[src/rtl/load_store_unit.sv]
// Memory-access stage: byte-lane steering, write strobes, load extension,
// misalignment detection and a req/ack handshake with a timeout abort.
module load_store_unit #(
    parameter int TIMEOUT_CYCLES = 255,
    parameter int CNT_W          = 8
) (
    input  logic        clk,
    input  logic        rst_n,
    input  logic        start,
    input  logic [5:0]  alucode,
    input  logic [31:0] addr,
    input  logic [31:0] store_data,
    output logic        busy,
    output logic        done,
    output logic        err,
    output logic [31:0] load_data,
    output logic        mem_req,
    output logic        mem_we,
    output logic [31:0] mem_addr,
    output logic [3:0]  mem_wstrb,
    output logic [31:0] mem_wdata,
    input  logic [31:0] mem_rdata,
    input  logic        mem_ack
);

    // Memory-access ALU codes (mirror of the decoder's define.vh values)
    localparam logic [5:0] ALU_LB  = 6'd18;
    localparam logic [5:0] ALU_LH  = 6'd19;
    localparam logic [5:0] ALU_LW  = 6'd20;
    localparam logic [5:0] ALU_LBU = 6'd21;
    localparam logic [5:0] ALU_LHU = 6'd22;
    localparam logic [5:0] ALU_SB  = 6'd23;
    localparam logic [5:0] ALU_SH  = 6'd24;
    localparam logic [5:0] ALU_SW  = 6'd25;

    typedef enum logic [1:0] {IDLE, REQ, RESP} state_t;

    state_t           state, state_nxt;
    logic [5:0]       code_q;
    logic [1:0]       lo_q;
    logic [CNT_W-1:0] cnt;
    logic [31:0]      result;

    logic             is_ld, is_st, misal, timeout;
    logic [31:0]      wdata_n, ext;
    logic [3:0]       wstrb_n;
    logic [3:0][7:0]  rbytes;
    logic [7:0]       rbyte;
    logic [15:0]      rhalf;

    assign timeout = (state == REQ) && !mem_ack && (cnt == CNT_W'(TIMEOUT_CYCLES - 1));

    // Decode the incoming request: access class, alignment and store lane data
    always_comb begin
        is_ld   = (alucode == ALU_LB) || (alucode == ALU_LH) || (alucode == ALU_LW) ||
                  (alucode == ALU_LBU) || (alucode == ALU_LHU);
        is_st   = (alucode == ALU_SB) || (alucode == ALU_SH) || (alucode == ALU_SW);
        misal   = 1'b0;
        wdata_n = 32'h0;
        wstrb_n = 4'b0000;
        case (alucode)
            ALU_LH, ALU_LHU: misal = addr[0];
            ALU_LW:          misal = |addr[1:0];
            ALU_SB: begin
                wdata_n = {4{store_data[7:0]}};
                wstrb_n = 4'b0001 << addr[1:0];
            end
            ALU_SH: begin
                misal   = addr[0];
                wdata_n = {2{store_data[15:0]}};
                wstrb_n = addr[1] ? 4'b1100 : 4'b0011;
            end
            ALU_SW: begin
                misal   = |addr[1:0];
                wdata_n = store_data;
                wstrb_n = 4'b1111;
            end
            default: ;
        endcase
    end

    // Pick the addressed lane out of the returned word and extend it
    always_comb begin
        rbytes = mem_rdata;
        rbyte  = rbytes[lo_q];
        rhalf  = lo_q[1] ? mem_rdata[31:16] : mem_rdata[15:0];
        case (code_q)
            ALU_LB:  ext = {{24{rbyte[7]}}, rbyte};
            ALU_LBU: ext = {24'h0, rbyte};
            ALU_LH:  ext = {{16{rhalf[15]}}, rhalf};
            ALU_LHU: ext = {16'h0, rhalf};
            ALU_LW:  ext = mem_rdata;
            default: ext = 32'h0;
        endcase
    end

    // State register
    always_ff @(posedge clk) begin
        if (!rst_n) state <= IDLE;
        else        state <= state_nxt;
    end

    // Next state: faulting and non-memory requests skip the bus phase
    always_comb begin
        state_nxt = state;
        case (state)
            IDLE: if (start) state_nxt = ((is_ld || is_st) && !misal) ? REQ : RESP;
            REQ:  if (mem_ack || timeout) state_nxt = RESP;
            RESP: state_nxt = IDLE;
            default: state_nxt = IDLE;
        endcase
    end

    // Datapath: latch request, run the bus phase, publish result with done
    always_ff @(posedge clk) begin
        if (!rst_n) begin
            busy      <= 1'b0;
            done      <= 1'b0;
            err       <= 1'b0;
            load_data <= 32'h0;
            mem_req   <= 1'b0;
            mem_we    <= 1'b0;
            mem_addr  <= 32'h0;
            mem_wstrb <= 4'b0000;
            mem_wdata <= 32'h0;
            code_q    <= 6'h0;
            lo_q      <= 2'b00;
            cnt       <= '0;
            result    <= 32'h0;
        end else begin
            done <= 1'b0;
            case (state)
                IDLE: if (start) begin
                    busy      <= 1'b1;
                    code_q    <= alucode;
                    lo_q      <= addr[1:0];
                    mem_addr  <= {addr[31:2], 2'b00};
                    mem_we    <= is_st;
                    mem_wstrb <= wstrb_n;
                    mem_wdata <= wdata_n;
                    mem_req   <= (is_ld || is_st) && !misal;
                    err       <= (is_ld || is_st) && misal;
                    cnt       <= '0;
                    result    <= 32'h0;
                end
                REQ: begin
                    if (mem_ack) begin
                        mem_req <= 1'b0;
                        result  <= ext;
                    end else if (timeout) begin
                        // aborted access leaves the previous load result visible
                        mem_req <= 1'b0;
                        err     <= 1'b1;
                        result  <= load_data;
                    end else begin
                        cnt <= cnt + 1'b1;
                    end
                end
                RESP: begin
                    done      <= 1'b1;
                    busy      <= 1'b0;
                    load_data <= result;
                end
                default: ;
            endcase
        end
    end

endmodule

[config.mk]
export PLATFORM = sky130hd
export DESIGN_NAME = load_store_unit
export DESIGN_NICKNAME = d
export VERILOG_FILES = /design/src/rtl/load_store_unit.sv
export SDC_FILE = /design/constraint.sdc
export NUM_CORES = 1
export LEC_CHECK = 0
export CORE_ASPECT_RATIO = 1.2
export CORE_MARGIN = 2
export CORE_UTILIZATION = 44
export CTS_BUF_LIST = sky130_fd_sc_hd__clkbuf_8
export CTS_CLUSTER_SIZE = 25
export DETAILED_ROUTE_END_ITERATION = 8
export PLACE_DENSITY = 0.78
export SETUP_SLACK_MARGIN = 0.3
export SYNTH_ARGS = -nofsm -noshare
export SYNTH_HDL_FRONTEND = slang
export SYNTH_SLANG_ARGS = --single-unit
[constraint.sdc]
create_clock -name clk -period 1.6 [get_ports clk]
set_input_delay 0.24 -clock clk [delete_from_list [all_inputs] [get_ports clk]]
set_output_delay 0.24 -clock clk [all_outputs]
set_load 0.05 [all_outputs]
### Yosys cells after proc, flatten, opt, wreduce, memory -nomap -nowiden

Cells that the tools add are included.

| storage, ports and cells | value |
|---|---|
| flip-flop bits (word level) | 153 |
| bits of input ports | 106 |
| output and inout port bits | 105 |
| logic and storage cells | 96 |

| cells by class | value |
|---|---|
| add/subtract/negate cells | 1 |
| $lt $le $gt $ge | 1 |
| equality and inequality tests | 22 |
| shift operators | 1 |
| multiplexer cells | 31 |
| reductions and logical operators | 26 |

Operators with widths:

| cell | number |
|---|---|
| 32-bit case mux with 5 select lines | 1 |
| 32-bit 2-to-1 mux | 3 |
| 32-bit case mux with 3 select lines | 1 |
| 6-bit by 5-bit == test with 1-bit output, second input constant | 13 |
| 32-bit case mux with 2 select lines | 1 |
| 8-bit 2-to-1 mux | 4 |
| 8-bit binary-select mux with 2-bit select | 1 |
| 16-bit 2-to-1 mux | 1 |
| 8-bit case mux with 2 select lines | 1 |
| 4-bit case mux with 3 select lines | 1 |
| 8-bit by 1-bit adder with 8-bit output, second input constant | 1 |
| 8-bit == test, second input constant | 1 |
| 1-bit logical OR | 8 |
| 1-bit 2-to-1 mux | 8 |
| 2-bit inequality test, second input constant | 4 |
| 1-bit case mux with 2 select lines | 4 |
| 4-bit AND reduction | 2 |
| 2-bit 2-to-1 mux | 3 |
| 2-bit AND reduction | 3 |
| 1-bit logical AND | 4 |
| 4-bit 2-to-1 mux | 1 |
| 2-bit case mux with 2 select lines | 1 |
| 2-bit nonzero test | 2 |
| 2-bit OR reduction | 2 |
| other kinds (10) | 11 |

### Longest topological paths before layout

Gate-level depths: netlist of run 1.

| logic depth | value |
|---|---|
| depth in word-level cells | 10 |
| mapped depth | 8 |
| gate-level depth less buffers | 7 |

### Least setup slack after synthesis of run 1

OpenSTA, ideal clock, no wires.

| timing path | value |
|---|---|
| kind | register to register |
| start point | register cnt[0] |
| end point | register result[4] |
| setup time | 0.115 ns |
| data arrival time | 1.491 ns |
| required time | 1.485 ns |
| path slack | -0.006 ns |
| stages on the path, launching flop included | 9 |
| path buffers | 1 |
| period minus slack after synthesis | 1.606 ns |
| cell sequence | dfxtp_1 -> inv_1 -> ha_1 -> and3_1 -> a21oi_4 -> nor2_4 -> buf_6 -> o21ai_2 -> o21ba_2 |

| on the way | value |
|---|---|
| longest elaborated chain between the ends | 4 |

Ends and longest elaborated chain:

| element | line | text |
|---|---|---|
| from (decl) | 41 | `logic [CNT_W-1:0] cnt;` |
| from (signal assigned) | 156 | `cnt <= cnt + 1'b1;` |
| 8-bit == test | 51 | `assign timeout = (state == REQ) && !mem_ack && (cnt == CNT_W'(TIMEOUT_CYCLES - 1));` |
| 1-bit logical AND | 51 |  |
| 3-bit inequality test (no line) | - |  |
| 3-bit AND reduction (no line) | - |  |
| to (signal assigned) | 149 | `result <= ext;` |
| to (signal assigned) | 154 | `result <= load_data;` |
| to (decl) | 42 | `logic [31:0] result;` |

Every way passes these cells.
A chain may end at the register's enable or synchronous reset.

### Worst setup path after layout of run 1

| timing path | value |
|---|---|
| start point | register lo_q[1] |
| end point | register result[28] |

| on the way | value |
|---|---|
| longest elaborated chain between the ends | 5 |
| elaborated cells between the ends (all ways) | 6 |
| those cells by class | 6 x mux |

Ends and longest elaborated chain:

| element | line | text |
|---|---|---|
| from (decl) | 40 | `logic [1:0] lo_q;` |
| from (signal assigned) | 136 | `lo_q <= addr[1:0];` |
| 8-bit binary-select mux with 2-bit select | 85 | `rbyte = rbytes[lo_q];` |
| 8-bit 2-to-1 mux (not written as such) | 85 |  |
| 32-bit case mux with 5 select lines * | 87 | `case (code_q)` |
| 32-bit 2-to-1 mux * | 147 | `if (mem_ack) begin` |
| 32-bit case mux with 2 select lines * | 132 | `case (state)` |

Every way passes the cells marked *; elsewhere a longest branch is shown, timed or not. The select of a mux whose other input is x is not followed.

==> impl_summary.md, run 1 <==
Cells and area
The number of fillers in the final layout is 843. The total number of nets in the final design is 1274. The area growth from synthesis to layout is 82.1%.

The post-route netlist has 47.7% of its cells at a drive strength greater than 1. The commonest non-fill, non-tap cell in the layout is sky130_fd_sc_hd__nand2_1. The final standard cell utilization of the core is 82.6%.

The number of antenna diodes in the final layout is 0. In the layout the commonest cells are sky130_fd_sc_hd__nand2_1 (118), sky130_fd_sc_hd__dfxtp_1 (117), sky130_fd_sc_hd__buf_6 (113), sky130_fd_sc_hd__clkdlybuf4s50_1 (101), sky130_fd_sc_hd__buf_4 (98).

STA
The clock period minus worst slack is 1710 ps. The normalized max-slew margin is 61.2%. The final-report hold violation count came to 0.

The setup-violating endpoint count in the final report is 47. The pin slew with the least headroom to its limit is 582 ps. The final critical path takes up 107% of the cycle. For the final database, setup skew stands at 13.6 ps. The final setup slack of the worst path is -115 ps. Setup repair after global routing could not meet its margin everywhere.

Timing would allow up to 583 MHz. The number of max-slew violations in the final report is 0.

Synth
Each instance of the synthesized netlist takes up on average about 8.4 µm². The count of flip-flops with a built-in enable after synthesis is 0. The area of the mapped netlist is 0.00712 mm². For this run, the number of Yosys warnings is 0.

The proportion of register bits with asynchronous set or reset after synthesis is 0%. The count of cell types in the netlist is 67. In the synthesized netlist the dominant register cell turns out to be sky130_fd_sc_hd__dfxtp_1. The number of storage elements in the synthesis netlist is 153.

The share of synthesized area occupied by flip-flops and latches is 43.0%. After technology mapping, the gate count stands at between 800 and 900.

Clocking
The TritonCTS clock tree is done. Counting the buffers created by CTS gives 17. In this run the number of H-tree levels came out at 4. In this run the deepest clock path goes through 2 buffers. The clock-pin slew reported for the worst setup and hold paths after clock tree synthesis is approximately 100 ps. The clock network latency to the later pin of the worst-skew pair is around 460 ps. The root cell of the clock tree is sky130_fd_sc_hd__clkbuf_8. The number of clock sinks seen by CTS is 153.

Critical path
The critical path startpoint category is a flip-flop. The cell with the biggest individual delay on the critical path is sky130_fd_sc_hd__dfxtp_4. Of all nets on the critical path, the largest fanout is 8.

In this run the critical register-to-register path is launched from lo_q[1]. STA puts the critical path data required time at 1950 ps. The kind of cell with the highest combined delay along the critical path is flip-flops. The total buffers and inverters traversed by the critical path is 2. The endpoint identified for the worst register-to-register timing path is result[28].

Walking the worst path, the cells encountered are mux2_4 -> or3_4 -> a31oi_4 -> buf_6 -> buf_12 -> a31oi_2. For this run, the slowest stage of the critical path takes 410 ps. STA classifies the critical path endpoint as a flip-flop.

The worst setup path is of the flip-flop to flip-flop kind. Setup slack on the worst reg-to-reg path comes out at -110 ps. Data arrives at the worst endpoint at 2070 ps.

For the worst flop-to-flop path, the logic depth is 6.

Flow run
Max-cap violations in this run came to 0.

Route
The detailed router finished its first iteration with 460 violations. After detailed routing, the average wire length per cell comes to 21.9 µm. The count of nets left with antenna violations once routing finished came out at 0. The post-detailed-route DRC marker count is 0. The routed wire length is 30.4 mm. In the routed layout, each cell is associated on average with a via count of ~5.9. The via count of the routed design is 8154. The first detailed-routing pass ran for 5 iterations.

Global routing
The number of global-route vias before repair came to 7861. The all-layer global routing usage is 30.2%. The final global-route overflow total is 0.

The global-route wire length before repair is 40.8 mm. The initial antenna violation count is 0. The maximum number of pins on one net before global-route repair is 50.

Status
The run finished, with violations left. The final reports fail on negative setup slack.

Die
The die outline width is roughly 120 µm. The initial core utilization is 45.3%. The vertical die dimension is 143 µm. The floorplan step defined a die boundary enclosing ~0.017 mm². The number of placement rows is 50. The floorplan step defined a core boundary enclosing 0.0157 mm². The number of I/O pins is 211.

Power
The clock network is responsible for 30.9% of the overall power. The leakage power is 0.00518 µW. The worst-case IR drop observed on VDD is ~0.7 mV. The power per standard cell area is 807 mW/mm². Internal power comes to 7070 µW. The total power of the final layout is between 10000 and 15000 µW. The share of total power dissipated in combinational logic is 28.9%.

The analysis attributes to net switching a power of 3400 µW. Net switching is 32.4% of the power. The proportion of power drawn by flip-flops and latches is 40.2%.

Hold path
The worst hold path passes through 2 cells. The path with the worst hold slack has its endpoint at load_data[2]. The worst hold path begins at rst_n. The path class of the tightest hold or removal check is input pin to flip-flop.

Placement
The count of input and output buffers is 208. The final weighted congestion in routability-driven placement is 0.972. After legalization and detailed placement, the total HPWL measured 15.8 mm.
## power by group through the flow
stage	clock (µW)	sequential, µW	combinational (µW)
2_1_floorplan	0	4630	708
4_1_cts	3180	4150	2660
6_report	3230	4210	3030
3_3_place_gp	0	4210	2010
5_1_grt	3400	4230	3140
3_5_place_dp	0	4210	2030
## stage by stage
stage               TNS, ps  instances  hold slack (ps)  setup slack (ps)  instance area, µm²
finish                -2630       1387              187              -115               13000
detailed placement   -19900       1296              454              -340                9940
global placement     -17920       1296              444              -306                9940
CTS                    -430       1373              155             -32.2               11900
global route          -5160       1387              172              -153               13000
floorplan                 0        848              377              61.7                7260
## what timing repair did
action | CTS | global route
cloned | 18 | 3
hold buffers | 0 | 0
setup buffers | 27 | 11
setup endpoints to repair | 134 | 222
resized for setup | 279 | 243
endpoints found under the hold margin | 0 | 0
pin swaps | 106 | 93
## cell type report
cell class	count	area, µm²	area share, %
multi-input combinational	621	4870	37.6
sequential	153	3110	24.0
clock inverter	14	173	1.33
inverter	3	11.3	0.0869
tap	208	260	2.01
clock buffer	18	248	1.91
timing repair buffer	370	4290	33.1
## synthesized netlist by cell type (2+ instances only)
| cell type | number | area (µm²) |
|---|---|---|
| sky130_fd_sc_hd__a31oi_1 | 25 | 156 |
| sky130_fd_sc_hd__or2_2 | 3 | 18.8 |
| sky130_fd_sc_hd__o21ba_2 | 5 | 50.1 |
| sky130_fd_sc_hd__and3b_1 | 2 | 17.5 |
| sky130_fd_sc_hd__nor3_1 | 2 | 10.0 |
| sky130_fd_sc_hd__o21ai_1 | 3 | 15.0 |
| sky130_fd_sc_hd__o21ba_1 | 2 | 20.0 |
| sky130_fd_sc_hd__a221oi_1 | 25 | 219 |
| sky130_fd_sc_hd__a21oi_1 | 13 | 65.1 |
| sky130_fd_sc_hd__mux2i_1 | 19 | 190 |
| sky130_fd_sc_hd__xnor2_1 | 2 | 17.5 |
| sky130_fd_sc_hd__o2bb2ai_1 | 7 | 61.3 |
| sky130_fd_sc_hd__nand3_1 | 6 | 30.0 |
| sky130_fd_sc_hd__nor3_4 | 2 | 32.5 |
| sky130_fd_sc_hd__xor2_1 | 6 | 52.6 |
| sky130_fd_sc_hd__buf_6 | 4 | 45.0 |
| sky130_fd_sc_hd__o211a_1 | 2 | 20.0 |
| sky130_fd_sc_hd__dfxtp_1 | 153 | 3060 |
| sky130_fd_sc_hd__a22oi_1 | 16 | 120 |
| sky130_fd_sc_hd__nor2b_1 | 10 | 62.6 |
| sky130_fd_sc_hd__nor3b_1 | 2 | 15.0 |
| sky130_fd_sc_hd__nand2_1 | 188 | 706 |
| sky130_fd_sc_hd__buf_2 | 16 | 80.1 |
| sky130_fd_sc_hd__a32oi_1 | 7 | 61.3 |
| sky130_fd_sc_hd__inv_1 | 3 | 11.3 |
| sky130_fd_sc_hd__ha_1 | 2 | 25.0 |
| sky130_fd_sc_hd__clkbuf_2 | 2 | 10.0 |
| sky130_fd_sc_hd__and3_1 | 2 | 12.5 |
| sky130_fd_sc_hd__and2_1 | 3 | 18.8 |
| sky130_fd_sc_hd__or3_1 | 2 | 12.5 |
| sky130_fd_sc_hd__buf_4 | 5 | 37.5 |
| sky130_fd_sc_hd__and2b_1 | 2 | 15.0 |
| sky130_fd_sc_hd__a21o_1 | 8 | 60.1 |
| sky130_fd_sc_hd__o21ai_0 | 92 | 460 |
| sky130_fd_sc_hd__nor2_1 | 38 | 143 |
| sky130_fd_sc_hd__nor2_2 | 2 | 12.5 |
| sky130_fd_sc_hd__mux2_2 | 9 | 101 |
| sky130_fd_sc_hd__clkbuf_1 | 41 | 154 |
| sky130_fd_sc_hd__nand2b_1 | 14 | 87.6 |
| sky130_fd_sc_hd__a21boi_0 | 73 | 548 |
| sky130_fd_sc_hd__buf_1 | 3 | 11.3 |
## worst max path at each step
| stage | startpoint | end | slack [ps] | depth (start not counted) |
|---|---|---|---|---|
| after floorplan | lo_q[1] | result[20] | 60 | 5 |
| after global placement | mem_rdata[7] | result[30] | -310 | 6 |
| after detailed placement | mem_ack | cnt[5] | -340 | 7 |
| after CTS | code_q[3] | result[30] | -30 | 8 |
| after global routing | lo_q[1] | result[28] | -150 | 7 |
| final | lo_q[1] | result[28] | -110 | 6 |
## registers in the layout (all words and copies together), names as in the netlist
signal / flops
busy: 1
mem_addr: 30
load_data: 32
state: 2
code_q: 6
mem_wstrb: 4
cnt: 8
err: 1
mem_wdata: 32
mem_req: 1
result: 32
lo_q: 2
mem_we: 1
done: 1
## cells by family (layout without fill, tap and decap cells)
kind of cell,count (synthesis),count (layout),share of synthesized area (%)
xor gates and xnor gates,8,8,0.984
buffers and inverters,74,405,4.90
adders and majority gates,2,2,0.351
DFF,153,153,43.0
AOI/OAI and AO/OA,293,293,28.3
muxes,28,28,4.09
other,1,2,0.0527
and+or+nand+nor,288,288,18.3
## layer usage
metal  GRT usage (%)  share of wire, %  vias up
met1            34.1                36     3895
met3            6.71               7.3      125
met5               0                 0        -
met2            53.8                51      484
met4            14.7               5.7        0
li1                -                 -     3650
Power figures use the tool's default switching activity.
==> inputs of run 2 (changes only) <==
--- a/config.mk
+++ b/config.mk
@@ -6,11 +6,11 @@
 export NUM_CORES = 1
 export LEC_CHECK = 0
 export CORE_ASPECT_RATIO = 1.2
-export CORE_MARGIN = 2
 export CORE_UTILIZATION = 44
 export CTS_BUF_LIST = sky130_fd_sc_hd__clkbuf_8
 export CTS_CLUSTER_SIZE = 25
 export DETAILED_ROUTE_END_ITERATION = 8
+export GPL_ROUTABILITY_DRIVEN = 0
 export PLACE_DENSITY = 0.78
 export SETUP_SLACK_MARGIN = 0.3
 export SYNTH_ARGS = -nofsm -noshare
==> run 2 against run 1 <==
Net effect: the run still ends with negative setup slack left; non-clock buffer count rose by 5; register-to-register slack got worse by 140 ps; sequential power barely moved; via count rose by 2.6%; utilization fell by 0.68 points; first-iteration DRC count rose by 58%; setup slack got worse by 140 ps; die area fell by 3.0%; clock skew rose by 3.0 ps; sequential share of layout area rose by 0.053 points; cell count rose by 0.36%.
==> impl_summary.md, run 2 (synthesis gave the netlist of run 1 again) <==
Critical path
Measured in cells, the most critical reg-to-reg path has a length of 6. The endpoint of the lowest-slack register-to-register path is result[3]. The biggest fanout along the worst timing path is 8. Data on the critical path is required at its endpoint by 1950 ps.

STA classifies the critical path startpoint as a flip-flop. The cell with the biggest individual delay on the critical path is sky130_fd_sc_hd__mux2i_1. Walking the worst path, the cells encountered are buf_12 -> mux2i_1 -> nand2_1 -> a32oi_2 -> a21oi_2 -> o21ba_2. The largest stage delay on the critical path is about 480 ps. By startpoint and endpoint, the worst setup path is classified as flip-flop to flip-flop. STA classifies the critical path endpoint as a flip-flop. Data on the critical path arrives at its endpoint at 2210 ps.

The worst register-to-register path begins at lo_q[1]. The register-to-register setup slack is -250 ps.

STA
After layout, the worst setup slack is -254 ps. The final-report hold violation count came to 0. The setup-violating endpoint count in the final report is 71. Of the available clock period, the critical path in the final layout requires 116%. The final worst hold slack is between 200 and 300 ps.

Setup repair after global routing could not meet its margin everywhere. Derived from the worst setup path, the maximum achievable clock frequency is 539 MHz. The number of max-slew violations in the final report is 0. Subtracting the final worst setup slack from the clock period gives about 1900 ps. At the pin with the least slew margin, the transition time is 571 ps. The final worst clock skew is 16.6 ps. The normalized max-slew margin is 62.0%. The sum of negative setup slack is -4590 ps.

Global routing
The maximum number of pins on one net before global-route repair is 47. Across every metal layer, demand over resource in global routing totals between 20% and 30%. The global-route wire length before repair is 39.0 mm.

The final global-route overflow total is 0. The initial antenna violation count is 0. The number of global-route vias before repair is roughly 7.8k.

Power
The proportion of power drawn by flip-flops and latches is 41.6%. The power per standard cell area is 787 mW/mm². The internal power of the cells totals 6790 µW. The leakage power is 0.00527 µW.

The reported net switching power is 3330 µW. The share of total power in the clock network is between 20% and 30%. In this run switching power makes up 32.9% of total power. Across the VDD grid, the largest voltage drop is a little over 0.6 mV.

The part of the power in combinational logic is between 20 and 30%.

Route
The number of routed nets with antenna violations is 0. The routed metal-1 wire length is around 10 mm. The mean routed wirelength per cell is about 22 µm. Dividing the detail-routed via count by the number of cells gives 6.01. The routed length on met2 is 15.8 mm.

The total iterations of the first detailed-routing run is 6. The highest metal layer carrying signal wires in the routed design is met4. The DRC marker count from the first detailed-route iteration is ~730. The met3 wirelength from detailed routing is 2.62 mm. The via count of the routed design is 8363. The final layout contains routed wiring with a total length of 30.9 mm. After detailed routing, the number of remaining DRC violations is 0.

Hold path
The tightest min-delay check is of the input pin to flip-flop type. The cell depth of the worst hold path is 3. The startpoint identified for the worst hold timing path is rst_n. The hold path endpoint is result[26].

Die
The total core area is 0.0157 mm². The number of placement rows is 50. For this configuration, the core starts out at a cell density of 45.3%. The die is 141 µm tall. The die outline width is 118 µm. between 200 and 250 I/O pins were placed. The floorplan die area is about 0.017 mm².

Cells and area
The final antenna diode count is 0. The number of fillers in the final layout is 829. The largest registers in the layout are load_data x32, mem_wdata x32, result x32. Summing all multi-input logic gate instances after layout gives 0.00503 mm². The area taken by flip-flops and latches is 0.00309 mm².

In the final layout, the share of cells above drive strength 1 is between 40 and 50%. Compared with the post-synthesis result, the final layout area differs by 80.6%. The total number of nets in the final design is between 1k and 1.5k. Leaving out fill and tap cells, the most frequent cells in the layout are sky130_fd_sc_hd__dfxtp_1 (132), sky130_fd_sc_hd__buf_4 (131), sky130_fd_sc_hd__clkdlybuf4s50_1 (101), sky130_fd_sc_hd__nand2_1 (97), sky130_fd_sc_hd__buf_6 (96). Leaving out fill and tap cells, the most frequent cell in the layout is sky130_fd_sc_hd__dfxtp_1.

Placement
The placed wire-length estimate is roughly 16 mm. Port buffering added 208 buffers.

Clocking
The root cell of the clock tree is sky130_fd_sc_hd__clkbuf_8. The clock network latency to the later pin of the worst-skew pair is 460 ps. Counting the buffers created by CTS gives 17.

The count of H-tree levels built during CTS is 4. Clock-pin slew was measured on the worst setup and hold paths at 90 ps. The largest buffer count on any clock path is 2. The number of buffers added to fix hold violations after cts is 0.

The TritonCTS clock tree is done. The number of clock sinks seen by CTS is 153.

Status
The final reports fail on negative setup slack. The flow ran to the end, but the final reports show violations.

Flow run
The max-capacitance violation count is 0.
run 2: how the worst max path moves through the flow:
stage | startpoint | end | slack, ps | cells past startpoint
3_3_place_gp | mem_rdata[23] | result[30] | -300 | 6
4_1_cts | lo_q[1] | result[28] | -20 | 5
3_5_place_dp | mem_ack | result[1] | -330 | 7
2_1_floorplan | lo_q[1] | result[20] | 60 | 5
6_report | lo_q[1] | result[3] | -250 | 6
5_1_grt | code_q[5] | result[23] | -250 | 9
run 2: cell type report:
class                           instances  share of cell area (%)
Inverter                                3                  0.0876
Sequential cell                       153                    24.0
Clock buffer                           21                    2.25
Timing Repair Buffer                  375                    31.7
Multi-Input combinational cell        621                    39.2
Tap cell                              208                    2.02
Clock inverter                         11                   0.759
run 2: routing by layer:
layer | up-vias | global-route usage, %
li1 | 3659 | -
met4 | 0 | 15.0
met5 | - | 0
met3 | 175 | 7.40
met1 | 3974 | 31.4
met2 | 555 | 54.1
run 2: repair_timing:
action | in CTS | in global routing
pin swaps | 106 | 124
setup endpoints to repair | 130 | 198
gates resized for setup | 324 | 252
setup buffers | 28 | 15
cloned | 12 | 5
hold endpoints to repair | 0 | 0
run 2: power groups by stage:
| stage | logic [µW] | clock network (µW) | registers [µW] |
|---|---|---|---|
| 6_report | 3000 | 2920 | 4210 |
| 5_1_grt | 3100 | 3090 | 4230 |
| 4_1_cts | 2560 | 2900 | 4160 |
| 3_5_place_dp | 2040 | 0 | 4210 |
| 3_3_place_gp | 2020 | 0 | 4210 |
| 2_1_floorplan | 708 | 0 | 4630 |
run 2: metrics by stage:
step                setup slack [ps]  power [µW]  area, µm²  std cells  util, %
floorplan                       61.7        5340       7260        848        -
global placement                -304        6220       9970       1300     63.5
finish                          -254       10100      12900       1392     81.9
detailed placement              -333        6250       9970       1300     63.5
global route                    -246       10400      12900       1392     81.9
CTS                            -15.5        9610      11700       1372     74.2
run 2: worst max-delay path, delay by kind of cell (launching register included):
kind | cells | cell delay [ps]
compound gates | 3 | 540
mux | 1 | 480
flops | 1 | 390
simple gates | 1 | 180
buf+inv | 1 | 150
